## src/rtl/instr_encoder_pkg.sv

```systemverilog
// rtl/instr_encoder_pkg.sv - RV32I opcode constants and encoder word type
//
// Purpose : opcode constants and the NOP word used by the encoder and by the
//           decoder, plus the struct that travels through the encoder buffer.
// Ports   : none (package).
package instr_encoder_pkg;

    localparam logic [6:0] OP_LOAD   = 7'h03;
    localparam logic [6:0] OP_IMM    = 7'h13;
    localparam logic [6:0] OP_JALR   = 7'h67;
    localparam logic [6:0] OP_STORE  = 7'h23;
    localparam logic [6:0] OP_BRANCH = 7'h63;
    localparam logic [6:0] OP_JAL    = 7'h6F;
    localparam logic [6:0] OP_LUI    = 7'h37;
    localparam logic [6:0] OP_AUIPC  = 7'h17;
    localparam logic [6:0] OP_REG    = 7'h33;

    localparam logic [31:0] NOP = 32'h0000_0013;

    // One buffered output word: encoding, byte address, illegal flag.
    typedef struct packed {
        logic [31:0] instr;
        logic [31:0] addr;
        logic        illegal;
    } enc_word_t;

endpackage

```

## src/rtl/instr_pack.sv

```systemverilog
// rtl/instr_pack.sv - combinational RV32I field packer
//
// Purpose : packs opcode, register fields and the compact immediate into a
//           32-bit RV32I word; unsupported opcodes become NOP + illegal.
// Ports   : i_op, i_func, i_op_2, i_rd, i_rs1, i_rs2, i_imm -> field inputs
//           o_instr   -> encoded word
//           o_illegal -> opcode was not supported
module instr_pack
    import instr_encoder_pkg::*;
(
    input  logic [6:0]  i_op,
    input  logic [2:0]  i_func,
    input  logic [6:0]  i_op_2,
    input  logic [4:0]  i_rd,
    input  logic [4:0]  i_rs1,
    input  logic [4:0]  i_rs2,
    input  logic [19:0] i_imm,
    output logic [31:0] o_instr,
    output logic        o_illegal
);

    always_comb begin
        o_instr   = NOP;
        o_illegal = 1'b0;
        case (i_op)
            OP_REG:
                o_instr = {i_op_2, i_rs2, i_rs1, i_func, i_rd, i_op};
            OP_LOAD, OP_JALR:
                o_instr = {i_imm[11:0], i_rs1, i_func, i_rd, i_op};
            OP_IMM: begin
                // Shift-immediates carry funct7 above a 5-bit shamt.
                if (i_func == 3'd1 || i_func == 3'd5)
                    o_instr = {i_op_2, i_imm[4:0], i_rs1, i_func, i_rd, i_op};
                else
                    o_instr = {i_imm[11:0], i_rs1, i_func, i_rd, i_op};
            end
            OP_STORE:
                o_instr = {i_imm[11:5], i_rs2, i_rs1, i_func, i_imm[4:0], i_op};
            // Branch/jump immediates arrive already shifted right by one.
            OP_BRANCH:
                o_instr = {i_imm[11], i_imm[9:4], i_rs2, i_rs1, i_func,
                           i_imm[3:0], i_imm[10], i_op};
            OP_JAL:
                o_instr = {i_imm[19], i_imm[9:0], i_imm[10], i_imm[18:11],
                           i_rd, i_op};
            OP_LUI, OP_AUIPC:
                o_instr = {i_imm, i_rd, i_op};
            default: begin
                o_instr   = NOP;
                o_illegal = 1'b1;
            end
        endcase
    end

endmodule

```

## src/rtl/instr_encoder.sv

```systemverilog
// rtl/instr_encoder.sv - RV32I instruction encoder with 2-entry output buffer
//
// Purpose : accepts instruction fields, encodes them through instr_pack,
//           tags each word with its byte address and buffers up to two
//           words toward the output handshake.
// Ports   : clk, rst_n (async active-low), flush (sync clear)
//           in_valid/in_ready + op, func, op_2, rd, rs1, rs2, imm -> input side
//           out_valid/out_ready, out_instr, out_addr, out_illegal -> output side
//           illegal_cnt -> saturating count of accepted illegal opcodes
module instr_encoder
    import instr_encoder_pkg::*;
#(
    parameter int          ADDR_W    = 10,
    parameter logic [31:0] BASE_ADDR = 32'h0000_0000
) (
    input  logic        clk,
    input  logic        rst_n,
    input  logic        flush,
    input  logic        in_valid,
    output logic        in_ready,
    input  logic [6:0]  op,
    input  logic [2:0]  func,
    input  logic [6:0]  op_2,
    input  logic [4:0]  rd,
    input  logic [4:0]  rs1,
    input  logic [4:0]  rs2,
    input  logic [19:0] imm,
    output logic        out_valid,
    input  logic        out_ready,
    output logic [31:0] out_instr,
    output logic [31:0] out_addr,
    output logic        out_illegal,
    output logic [7:0]  illegal_cnt
);

    logic [1:0]        r_count;
    logic [ADDR_W-1:0] r_seq;
    logic [7:0]        r_ill_cnt;
    logic              r_out_valid;
    logic              r_in_ready;
    enc_word_t         r_head;   // entry presented on the output
    enc_word_t         r_tail;   // second entry, valid only when count == 2

    logic [31:0] w_instr;
    logic        w_illegal;
    enc_word_t   w_word;
    logic        w_push;
    logic        w_pop;
    logic [1:0]  w_count_nxt;

    instr_pack u_pack (
        .i_op     (op),
        .i_func   (func),
        .i_op_2   (op_2),
        .i_rd     (rd),
        .i_rs1    (rs1),
        .i_rs2    (rs2),
        .i_imm    (imm),
        .o_instr  (w_instr),
        .o_illegal(w_illegal)
    );

    assign w_word.instr   = w_instr;
    assign w_word.addr    = BASE_ADDR + (32'(r_seq) << 2);
    assign w_word.illegal = w_illegal;

    // An input offered alongside flush is dropped.
    assign w_push = in_valid && r_in_ready && !flush;
    assign w_pop  = r_out_valid && out_ready;

    always_comb begin
        w_count_nxt = r_count;
        if (w_push && !w_pop)
            w_count_nxt = r_count + 2'd1;
        else if (!w_push && w_pop)
            w_count_nxt = r_count - 2'd1;
    end

    always_ff @(posedge clk or negedge rst_n) begin
        if (!rst_n) begin
            r_count     <= 2'd0;
            r_seq       <= '0;
            r_ill_cnt   <= 8'd0;
            r_out_valid <= 1'b0;
            r_in_ready  <= 1'b0;
            r_head      <= '{instr: 32'd0, addr: BASE_ADDR, illegal: 1'b0};
            r_tail      <= '0;
        end else if (flush) begin
            // Buffered data regs keep their contents; out_valid hides them.
            r_count     <= 2'd0;
            r_seq       <= '0;
            r_out_valid <= 1'b0;
            r_in_ready  <= 1'b1;
        end else begin
            if (w_push) begin
                r_seq <= r_seq + ADDR_W'(1);
                if (w_illegal && r_ill_cnt != 8'hFF)
                    r_ill_cnt <= r_ill_cnt + 8'd1;
            end
            case (r_count)
                2'd0: begin
                    if (w_push)
                        r_head <= w_word;
                end
                2'd1: begin
                    // Push with pop replaces the head; push alone fills tail.
                    if (w_push && w_pop)
                        r_head <= w_word;
                    else if (w_push)
                        r_tail <= w_word;
                end
                default: begin
                    // in_ready is low at count 2, so only a pop can occur.
                    if (w_pop)
                        r_head <= r_tail;
                end
            endcase
            r_count     <= w_count_nxt;
            r_out_valid <= (w_count_nxt != 2'd0);
            r_in_ready  <= (w_count_nxt != 2'd2);
        end
    end

    assign in_ready    = r_in_ready;
    assign out_valid   = r_out_valid;
    assign out_instr   = r_head.instr;
    assign out_addr    = r_head.addr;
    assign out_illegal = r_head.illegal;
    assign illegal_cnt = r_ill_cnt;

endmodule

```

## config.mk

```make
export PLATFORM = sky130hd
export DESIGN_NAME = instr_encoder
export DESIGN_NICKNAME = d
export VERILOG_FILES = /design/src/rtl/instr_encoder_pkg.sv /design/src/rtl/instr_pack.sv /design/src/rtl/instr_encoder.sv
export SDC_FILE = /design/constraint.sdc
export NUM_CORES = 1
export LEC_CHECK = 0
export ABC_AREA = 1
export BUFFER_PORTS_ARGS = -buffer_cell sky130_fd_sc_hd__buf_2
export CAP_MARGIN = 20
export CORE_ASPECT_RATIO = 1.2
export CORE_MARGIN = 2
export CORE_UTILIZATION = 57
export CTS_BUF_LIST = sky130_fd_sc_hd__clkbuf_8
export DETAILED_ROUTE_END_ITERATION = 16
export PLACE_DENSITY = 0.85
export SETUP_SLACK_MARGIN = 0.3
export SLEW_MARGIN = 5
export SYNTH_ARGS = -nofsm -noshare
export SYNTH_HDL_FRONTEND = slang
export SYNTH_HIERARCHICAL = 1
export SYNTH_SLANG_ARGS = --single-unit
export TNS_END_PERCENT = 10
```

## constraint.sdc

```tcl
create_clock -name clk -period 2 [get_ports clk]
set_clock_uncertainty 0.15 [all_clocks]
set_input_delay 0.1 -clock clk [delete_from_list [all_inputs] [get_ports clk]]
set_output_delay 0.1 -clock clk [all_outputs]
set_load 0.05 [all_outputs]
```

# After elaboration in Yosys (flattened, before gate mapping)
# Cells that the tools add are included.
# word_totals
ff_bits	130
out_inout_bits	75
word_cells	68
# classes
add_sub_neg	4
eq_ne	16
mux	14
bitwise	2
reduce_logical	21
# ops
operator	n
32-bit case mux with 7 select lines	1
65-bit 2-to-1 mux	3
65-bit case mux with 2 select lines	1
32-bit 2-to-1 mux	1
7-bit by 6-bit equality test with 1-bit output (second input constant)	3
7-bit equality test (second input constant)	3
10-bit 2-to-1 mux	2
7-bit by 5-bit equality test with 1-bit output (second input constant)	2
10-bit by 1-bit adder with 10-bit output (second input constant)	1
9-bit OR reduction	1
8-bit by 1-bit adder with 8-bit output (second input constant)	1
8-bit inequality test (second input constant)	1
4-bit AND reduction	2
7-bit by 2-bit equality test with 1-bit output (second input constant)	1
1-bit logical AND	7
2-bit 2-to-1 mux	3
2-bit inequality test (second input constant)	3
2-bit nonzero test	2
2-bit OR reduction	2
3-bit by 1-bit equality test with 1-bit output (second input constant)	1
3-bit equality test (second input constant)	1
1-bit logical NOT	3
1-bit 2-to-1 mux	3
3-bit AND reduction	1
other kinds (7)	8

# Longest topological paths before layout
# Gate-level depths: netlist of the first run.
# logic_depth
word_depth	8
depth_mapped	14
depth_no_buf	14

# Hierarchy
# Netlist of the first run, hierarchy kept.
# modules_own_cells
mod	instances	cells_each	area_each_um2	seq_area_each_um2
instr_encoder	1	649	5128.7	2702.6
instr_pack	1	267	1193.6	0.0

# Worst setup path after synthesis of the first run
# OpenSTA, ideal clock, no wires.
# synth_timing
path_type	register to register
startpoint	register r_out_valid (netlist: out_valid)
endpoint	register r_head, in the netlist out_addr[10]
setup_time_ns	0.119
arrival_time_ns	1.566
required_ns	1.731
setup_slack_ns	0.165
stages_incl_launch_ff	9
path_buffers	1
synth_period_minus_slack_ns	1.835
cell_sequence	dfrtp_1 nand2_1 nand2_1 nand2_1 nor2_2 nand2_2 buf_2 nand2_1 nand2_1
# synth_via
elab_chain_len	4
elab_cells_between_ends	5
# synth_lines
item	line_no	source
start, declared	instr_encoder.sv:39	logic r_out_valid;
start signal, assigned	instr_encoder.sv:119	r_out_valid <= (w_count_nxt != 2'd0);
1-bit logical AND (*)	instr_encoder.sv:69	assign w_pop = r_out_valid && out_ready;
1-bit logical AND	instr_encoder.sv:107	if (w_push && w_pop)
2-bit inequality test (no line)	-	
4-bit AND reduction (no line) (*)	-	
end signal, assigned	instr_encoder.sv:103	r_head <= w_word;
end signal, assigned	instr_encoder.sv:108	r_head <= w_word;
end signal, assigned	instr_encoder.sv:115	r_head <= r_tail;
end, declared	instr_encoder.sv:41	enc_word_t r_head;
# Every way passes the cells marked *; elsewhere a longest branch is shown, timed or not.
# A chain may end at the register's enable or synchronous reset.

# Worst setup path after layout of the first run
# layout_timing
startpoint	register r_count[0]
endpoint	register r_head, in the netlist out_instr[11]
# layout_via
elab_chain_len	3
elab_cells_between_ends	7
# layout_lines
item	line_no	source
start, declared	instr_encoder.sv:36	logic [1:0] r_count;
start signal, assigned	instr_encoder.sv:118	r_count <= w_count_nxt;
2-bit by 1-bit equality test with 1-bit output / 2-bit logical NOT (equally long branches)	instr_encoder.sv:100	case (r_count)
2-bit inequality test (no line) / 3-bit nonzero test (equally long branches)	-	
4-bit AND reduction (no line)	-	
# Parallel ways exist; a longest one is shown, timed or not.

==> impl_metrics.py, run 1 <==
metrics = {
    "synth": {
        "synthesis.area_sq_um": 6320,
        "yosys-top-cells-count": "nand2_1, dfrtp_1, nand3_1, inv_1, o21ai_0",
        "synthMostInstantiatedCell": "nand2_1",
        "yosys-top-cells-area": "dfrtp_1, nand2_1, nand3_1, inv_1, o21ai_0",
        "yosysSeqAreaShare_pct": 42.7,
        "synth_seq_cells": 108,
        "ys_warn_count": 6,
        "netlist.area_leader.share_pct": 42.7,
        "ys.flop_type": "dfrtp_1",
        "avgSynthCellArea_sq_um": 6.90,
        "netlist_instances": 916,
        "synth.distinct_cells": 29,
        "synth_async_sr_flop_share_pct": 100,
        "yosysTopAreaCell": "dfrtp_1",
        "synth_edf_count": 0,
    },
    "pwr": {
        "power_frac_clock_pct": 19.2,
        "power.internal_mw": 4.30,
        "p_sw_mw": 3.39,
        "design_power_total_mw": 7.70,
        "p_per_area_nw_per_um2": 1010,
        "p_comb_share_pct": 44.0,
        "p_leak_nw": 4.14,
        "ir_drop_mv": 0.497,
        "p_seq_share_pct": 36.8,
        "switching_share_pct": 44.1,
    },
    "timing": {
        "slew_viol_final": 0,
        "setup_viol": 0,
        "fmax_ghz": 0.554,
        "fin_crit_sh_pct": 90.3,
        "tns_ns": 0,
        "whs_ns": 0.00619,
        "fin_ws_ns": 0.194,
        "period_minus_slack_ns": 1.81,
        "hold_violations": 0,
        "rsz0062_at_grt": "true",
    },
    "setup_path": {
        "cp_slowest_cell": "dfrtp_1",
        "criticalPathCategory": "reg2reg",
        "crit_path_max_incr_delay_ns": 0.42,
        "regToRegEndpoint": "out_instr[11]",
        "arrival_ns": 1.97,
        "cp-start-kind": "flop",
        "r2r-start": "r_count[0]",
        "crit_chain": "buf_6 > ha_4 > nor2_4 > nand2_2 > nand2_2 > nor2_4 > nand2_4 > buf_6 > nand2_1 > nand2_1",
        "cp_top_family": "simple AND/OR/NAND/NOR gates",
        "reg2reg_depth": 10,
        "end_kind": "flop",
        "required_ns": 2.17,
        "rrSetupSlack_ns": 0.19,
        "path_max_fanout": 8,
        "crit_buf_inv": 2,
    },
    "clocking": {
        "numCtsBuffers": 9,
        "cts_buffer_depth": 2,
        "cts_root_buffer": "clkbuf_8",
        "cts_tree": "built",
        "h-tree-depth": 3,
        "cts_sinks": 108,
        "clock_latency_ns": 0.38,
        "clk_pin_slew_ns": 0.11,
    },
    "finish": {
        "drive_gt1_share_pct": 18.2,
        "nets": 1109,
        "utilization_pct": 69.8,
        "insertedDiodeCount": 0,
        "syn2layout_area_growth_pct": 20.7,
    },
    "hold_path": {
        "hold_depth": 5,
        "hold_path_class": "in2reg",
        "hold-path-endpoint": "r_tail[64]",
        "hp-start": "op_2[6]",
    },
    "outcome": {
        "outcome": "completed",
    },
    "placed_design": {
        "place_hpwl_microns": 11000,
        "dp_slack_ns": -0.00271,
        "portBuffers": 109,
        "gp_congestion": 0.943,
    },
    "routing": {
        "wl_microns": 16700,
        "num_vias": 6260,
        "drc_errors": 0,
        "drtPass1Iterations": 5,
        "ant_nets": 0,
        "vias_per_cell": 5.28,
        "drt_first_iter_violations": 374,
        "wl_per_cell_microns": 14.1,
    },
    "grt": {
        "grt_overflow": 0,
        "grt_use_total_pct": 26.8,
        "grt_antenna_before_repair": 0,
        "grt_pass1_wl_microns": 25900,
        "grt_pass1_vias": 5745,
        "grt_start_max_net_pins": 67,
    },
    "floorplan": {
        "dieWidth_microns": 100,
        "ios": 132,
        "initial_core_util_pct": 57.8,
        "design.die.area_sq_um": 12000,
        "fp.dieH_microns": 119,
        "core_sq_um": 10900,
        "placementRows": 42,
    },
    "flow_run": {
        "drv_cap": 0,
    },
}
per-layer routing:
metal / GRT usage [%] / part of all wire (%) / vias up
li1: - / - / 3110
met1: 34.6 / 41 / 2864
met2: 45.8 / 50 / 256
met3: 4.23 / 6.2 / 30
met4: 8.73 / 2.0 / 0
met5: 0 / 0 / -
worst register-to-register path: stages (launching register included):
cell     delay (ns)
dfrtp_1        0.42
buf_6          0.13
ha_4           0.16
nor2_4         0.18
nand2_2        0.09
nand2_2        0.10
nor2_4         0.06
nand2_4        0.14
buf_6          0.17
nand2_1        0.06
nand2_1        0.07
sequential cells by signal, summed over array words and instances (netlist names):
signal       flops
r_tail          43
out_instr       32
out_addr        10
r_seq           10
illegal_cnt      8
r_count          2
in_ready         1
out_illegal      1
out_valid        1
what timing repair did:
| action | in CTS | in global routing |
|---|---|---|
| gates resized for setup | 6 | 10 |
| cloned | 0 | 5 |
| hold buffers | 21 | 0 |
| pin swaps | 1 | 4 |
| setup endpoints to repair | 43 | 51 |
| endpoints found under the hold margin | 129 | 0 |
| setup buffers | 1 | 2 |
worst max-delay path by stage:
stage	start	end	cells past startpoint
2_1_floorplan	illegal_cnt[0]	illegal_cnt[2]	6
3_3_place_gp	op[3]	illegal_cnt[5]	15
3_5_place_dp	op[3]	illegal_cnt[0]	15
4_1_cts	r_count[0]	out_instr[12]	10
5_1_grt	r_count[0]	out_instr[9]	10
6_report	r_count[0]	out_instr[11]	10
area by class of cell:
| class | count | area (sq um) |
|---|---|---|
| clock buffers | 9 | 124 |
| clock inverters | 7 | 100 |
| multi-input cells | 673 | 3020 |
| inverters | 94 | 355 |
| well taps | 132 | 165 |
| fillers | 943 | 3300 |
| repair buffers | 162 | 1160 |
| flip-flops and latches | 108 | 2710 |
power groups by stage:
stage	Sequential [mW]	Clock, mW	Combinational [mW]
after floorplan	3.62	0	1.37
after global placement	2.84	0	2.89
after detailed placement	2.86	0	2.93
after CTS	2.82	1.49	3.03
after global routing	2.87	1.57	3.64
final	2.83	1.48	3.39
cells in the final DEF, fill, tap and decap left out, drive strengths merged:
cell type,count
clkinv,4
and3,1
nor3,1
nand3,102
a21oi,12
nand2,357
nand4,6
dfrtp,108
bufinv,2
ha,4
xor2,2
conb,24
o21ai,109
o211ai,1
nor2,51
inv,95
buf,138
xnor2,2
nand3b,1
clkbuf,12
dlygate4sd3,21
cell families (layout without fill, tap and decap cells):
kind of cell / Yosys count / after routing / share of synthesized area (%)
other: 2 / 24 / 0.119
AND/OR/NAND/NOR: 519 / 519 / 34.3
AO/OA/AOI/OAI: 122 / 122 / 9.88
adder cells (fa/ha/maj): 4 / 4 / 0.792
XOR/XNOR: 4 / 4 / 0.554
buffers and inverters: 157 / 272 / 11.6
flip-flops: 108 / 108 / 42.7
metrics by stage:
stage	cell area (sq um)	instances
5_1_grt	7630	1185
4_1_cts	7490	1178
3_5_place_dp	7020	1140
3_3_place_gp	7020	1140
6_report	7630	1185
2_1_floorplan	6410	938
(Power assumes the default switching activity.)
==> inputs of run 2 (changes only) <==
--- a/config.mk
+++ b/config.mk
@@ -8,12 +8,14 @@
 export ABC_AREA = 1
 export BUFFER_PORTS_ARGS = -buffer_cell sky130_fd_sc_hd__buf_2
 export CAP_MARGIN = 20
+export CELL_PAD_IN_SITES_DETAIL_PLACEMENT = 1
+export CELL_PAD_IN_SITES_GLOBAL_PLACEMENT = 1
 export CORE_ASPECT_RATIO = 1.2
 export CORE_MARGIN = 2
-export CORE_UTILIZATION = 57
+export CORE_UTILIZATION = 40
 export CTS_BUF_LIST = sky130_fd_sc_hd__clkbuf_8
 export DETAILED_ROUTE_END_ITERATION = 16
-export PLACE_DENSITY = 0.85
+export PLACE_DENSITY = 0.84
 export SETUP_SLACK_MARGIN = 0.3
 export SLEW_MARGIN = 5
 export SYNTH_ARGS = -nofsm -noshare
==> run 2 against run 1 <==
Net effect:
- the run now ends with hold timing left
- clock power down 5%
- combinational power is 15% higher
- setup slack got worse by 0.018 ns
- critical path depth unchanged
- cell count is 7.5% higher
- non-clock buffer count up 13
- sequential power about the same
- first-iteration DRC count decreased by 22%
- count of clock-buffer cells in the layout rose by 1
- register-to-register slack lost 0.02 ns
- via count rose by 3.7%
==> impl_metrics.py, run 2 (synthesis gave the netlist of run 1 again) <==
metrics = {
    "timing": {
        "rsz0062_at_grt": "true",
        "hold_violations": 2,
        "period_minus_slack_ns": 1.82,
        "fin_crit_sh_pct": 91.2,
        "tightest_slew_ns": 0.550,
        "relSlewSlack_pct": 62.9,
        "setup_viol": 0,
        "whs_ns": -0.00770,
        "slew_viol_final": 0,
        "fin_ws_ns": 0.176,
        "fmax_ghz": 0.548,
    },
    "clocking": {
        "numCtsBuffers": 9,
        "h-tree-depth": 3,
        "cts_tree": "built",
        "cts_buffer_depth": 2,
        "clock_latency_ns": 0.39,
        "cts_root_buffer": "clkbuf_8",
        "cts_sinks": 108,
        "clk_pin_slew_ns": 0.11,
    },
    "finish": {
        "top_register": "r_tail",
        "utilization_pct": 51.8,
        "mostFrequentLayoutCells": "nand2_1, buf_2, dfrtp_1, inv_1, nand3_1",
        "final_common_cell": "nand2_1",
        "fin_cells": 1274,
        "largest_register_ffs": 43,
        "fillers": 2065,
        "insertedDiodeCount": 0,
        "drive_gt1_share_pct": 22.0,
        "syn2layout_area_growth_pct": 27.0,
        "nets": 1122,
    },
    "floorplan": {
        "placementRows": 50,
        "design.die.area_sq_um": 16800,
        "initial_core_util_pct": 40.8,
        "core_sq_um": 15500,
        "fp.dieH_microns": 142,
        "ios": 132,
        "dieWidth_microns": 119,
    },
    "placed_design": {
        "place_hpwl_microns": 13900,
        "gp_congestion": 0.910,
        "dp_slack_ns": -0.0455,
        "place_inst": 1227,
        "portBuffers": 109,
    },
    "grt": {
        "grt_antenna_before_repair": 0,
        "grt_start_max_net_pins": 67,
        "grt_pass1_wl_microns": 31900,
        "grt_overflow": 0,
        "grt_pass1_vias": 6589,
        "grt_use_total_pct": 23.5,
    },
    "routing": {
        "drc_errors": 0,
        "num_vias": 6489,
        "vias_per_cell": 5.09,
        "drt_first_iter_violations": 293,
        "ant_nets": 0,
        "wl_microns": 20900,
        "wl_per_cell_microns": 16.4,
        "drtPass1Iterations": 4,
    },
    "setup_path": {
        "end_kind": "flop",
        "arrival_ns": 2.01,
        "path_max_fanout": 8,
        "crit_chain": "inv_2 > ha_4 > nor2_4 > nand2_2 > nand2_2 > nor2_4 > buf_12 > buf_12 > nand3_1 > nand2_1",
        "criticalPathCategory": "reg2reg",
        "crit_buf_inv": 3,
        "required_ns": 2.18,
        "crit_path_max_incr_delay_ns": 0.46,
        "cp_slowest_cell": "dfrtp_2",
        "cp-start-kind": "flop",
        "cp_top_family": "simple AND/OR/NAND/NOR gates",
    },
    "flow_run": {
        "drv_cap": 0,
    },
    "outcome": {
        "outcome": "complete, but fails checks",
        "violations": "hold timing",
    },
    "pwr": {
        "design_power_total_mw": 8.15,
        "p_per_area_nw_per_um2": 1020,
        "ir_drop_mv": 0.453,
        "p_leak_nw": 4.22,
    },
    "hold_path": {
        "hold_path_class": "in2reg",
    },
}
-- run 2: cell type report --
class | count | area (sq um) | area share, %
Clock inverter | 6 | 65.1 | 0.810
Inverter | 94 | 355 | 4.43
Sequential cell | 108 | 2710 | 33.7
Clock buffer | 10 | 138 | 1.71
Timing Repair Buffer | 175 | 1330 | 16.6
Tap cell | 208 | 260 | 3.24
Multi-Input combinational cell | 673 | 3180 | 39.5
-- run 2: repair_timing --
item                       CTS  global route
gates cloned                 1             8
resized for setup           20            37
setup endpoints to repair   85            93
hold buffers                16             0
setup buffers                4             2
pin swaps                    5            10
hold endpoints to repair   117             0
-- run 2: final timing paths --
path / slack [ns] / depth (start not counted) / end / startpoint
max in group asynchronous: 1.01 / 3 / r_count[0] / rst_n
min: -0.008 / 5 / r_tail[55] / imm[2]
max reg2reg: 0.18 / 10 / out_instr[17] / r_count[0]
min reg2reg: 0.32 / 2 / out_instr[1] / out_instr[1]
min in group asynchronous: 0.08 / 2 / out_instr[11] / rst_n
max: 0.18 / 10 / out_instr[17] / r_count[0]
-- run 2: metal layers --
| metal | GRT usage, % | up-vias | routed length, microns |
|---|---|---|---|
| li1 | - | 3128 | - |
| met1 | 28.6 | 3166 | 8770 |
| met2 | 42.9 | 154 | 10800 |
| met3 | 2.69 | 41 | 736 |
| met4 | 7.89 | 0 | 556 |
| met5 | 0 | - | 0 |
-- run 2: where the power goes --
part,switching (mW),internal [mW]
Sequential,0.260,2.57
Combinational,2.65,1.26
Clock,0.801,0.612
Total,3.71,4.44
-- run 2: stage by stage --
| stage | cell area (sq um) | TNS, ns |
|---|---|---|
| final | 8030 | 0 |
| after global routing | 8030 | 0 |
| after CTS | 7690 | 0 |
| after detailed placement | 7190 | -0.241 |
| after global placement | 7190 | 0 |
| after floorplan | 6410 | 0 |
-- run 2: worst min-delay path, cell delays in order --
cell and delay [ns]:
buf_2 0.14, nand2_1 0.07, nand2_1 0.05, inv_1 0.06, o21ai_1 0.07
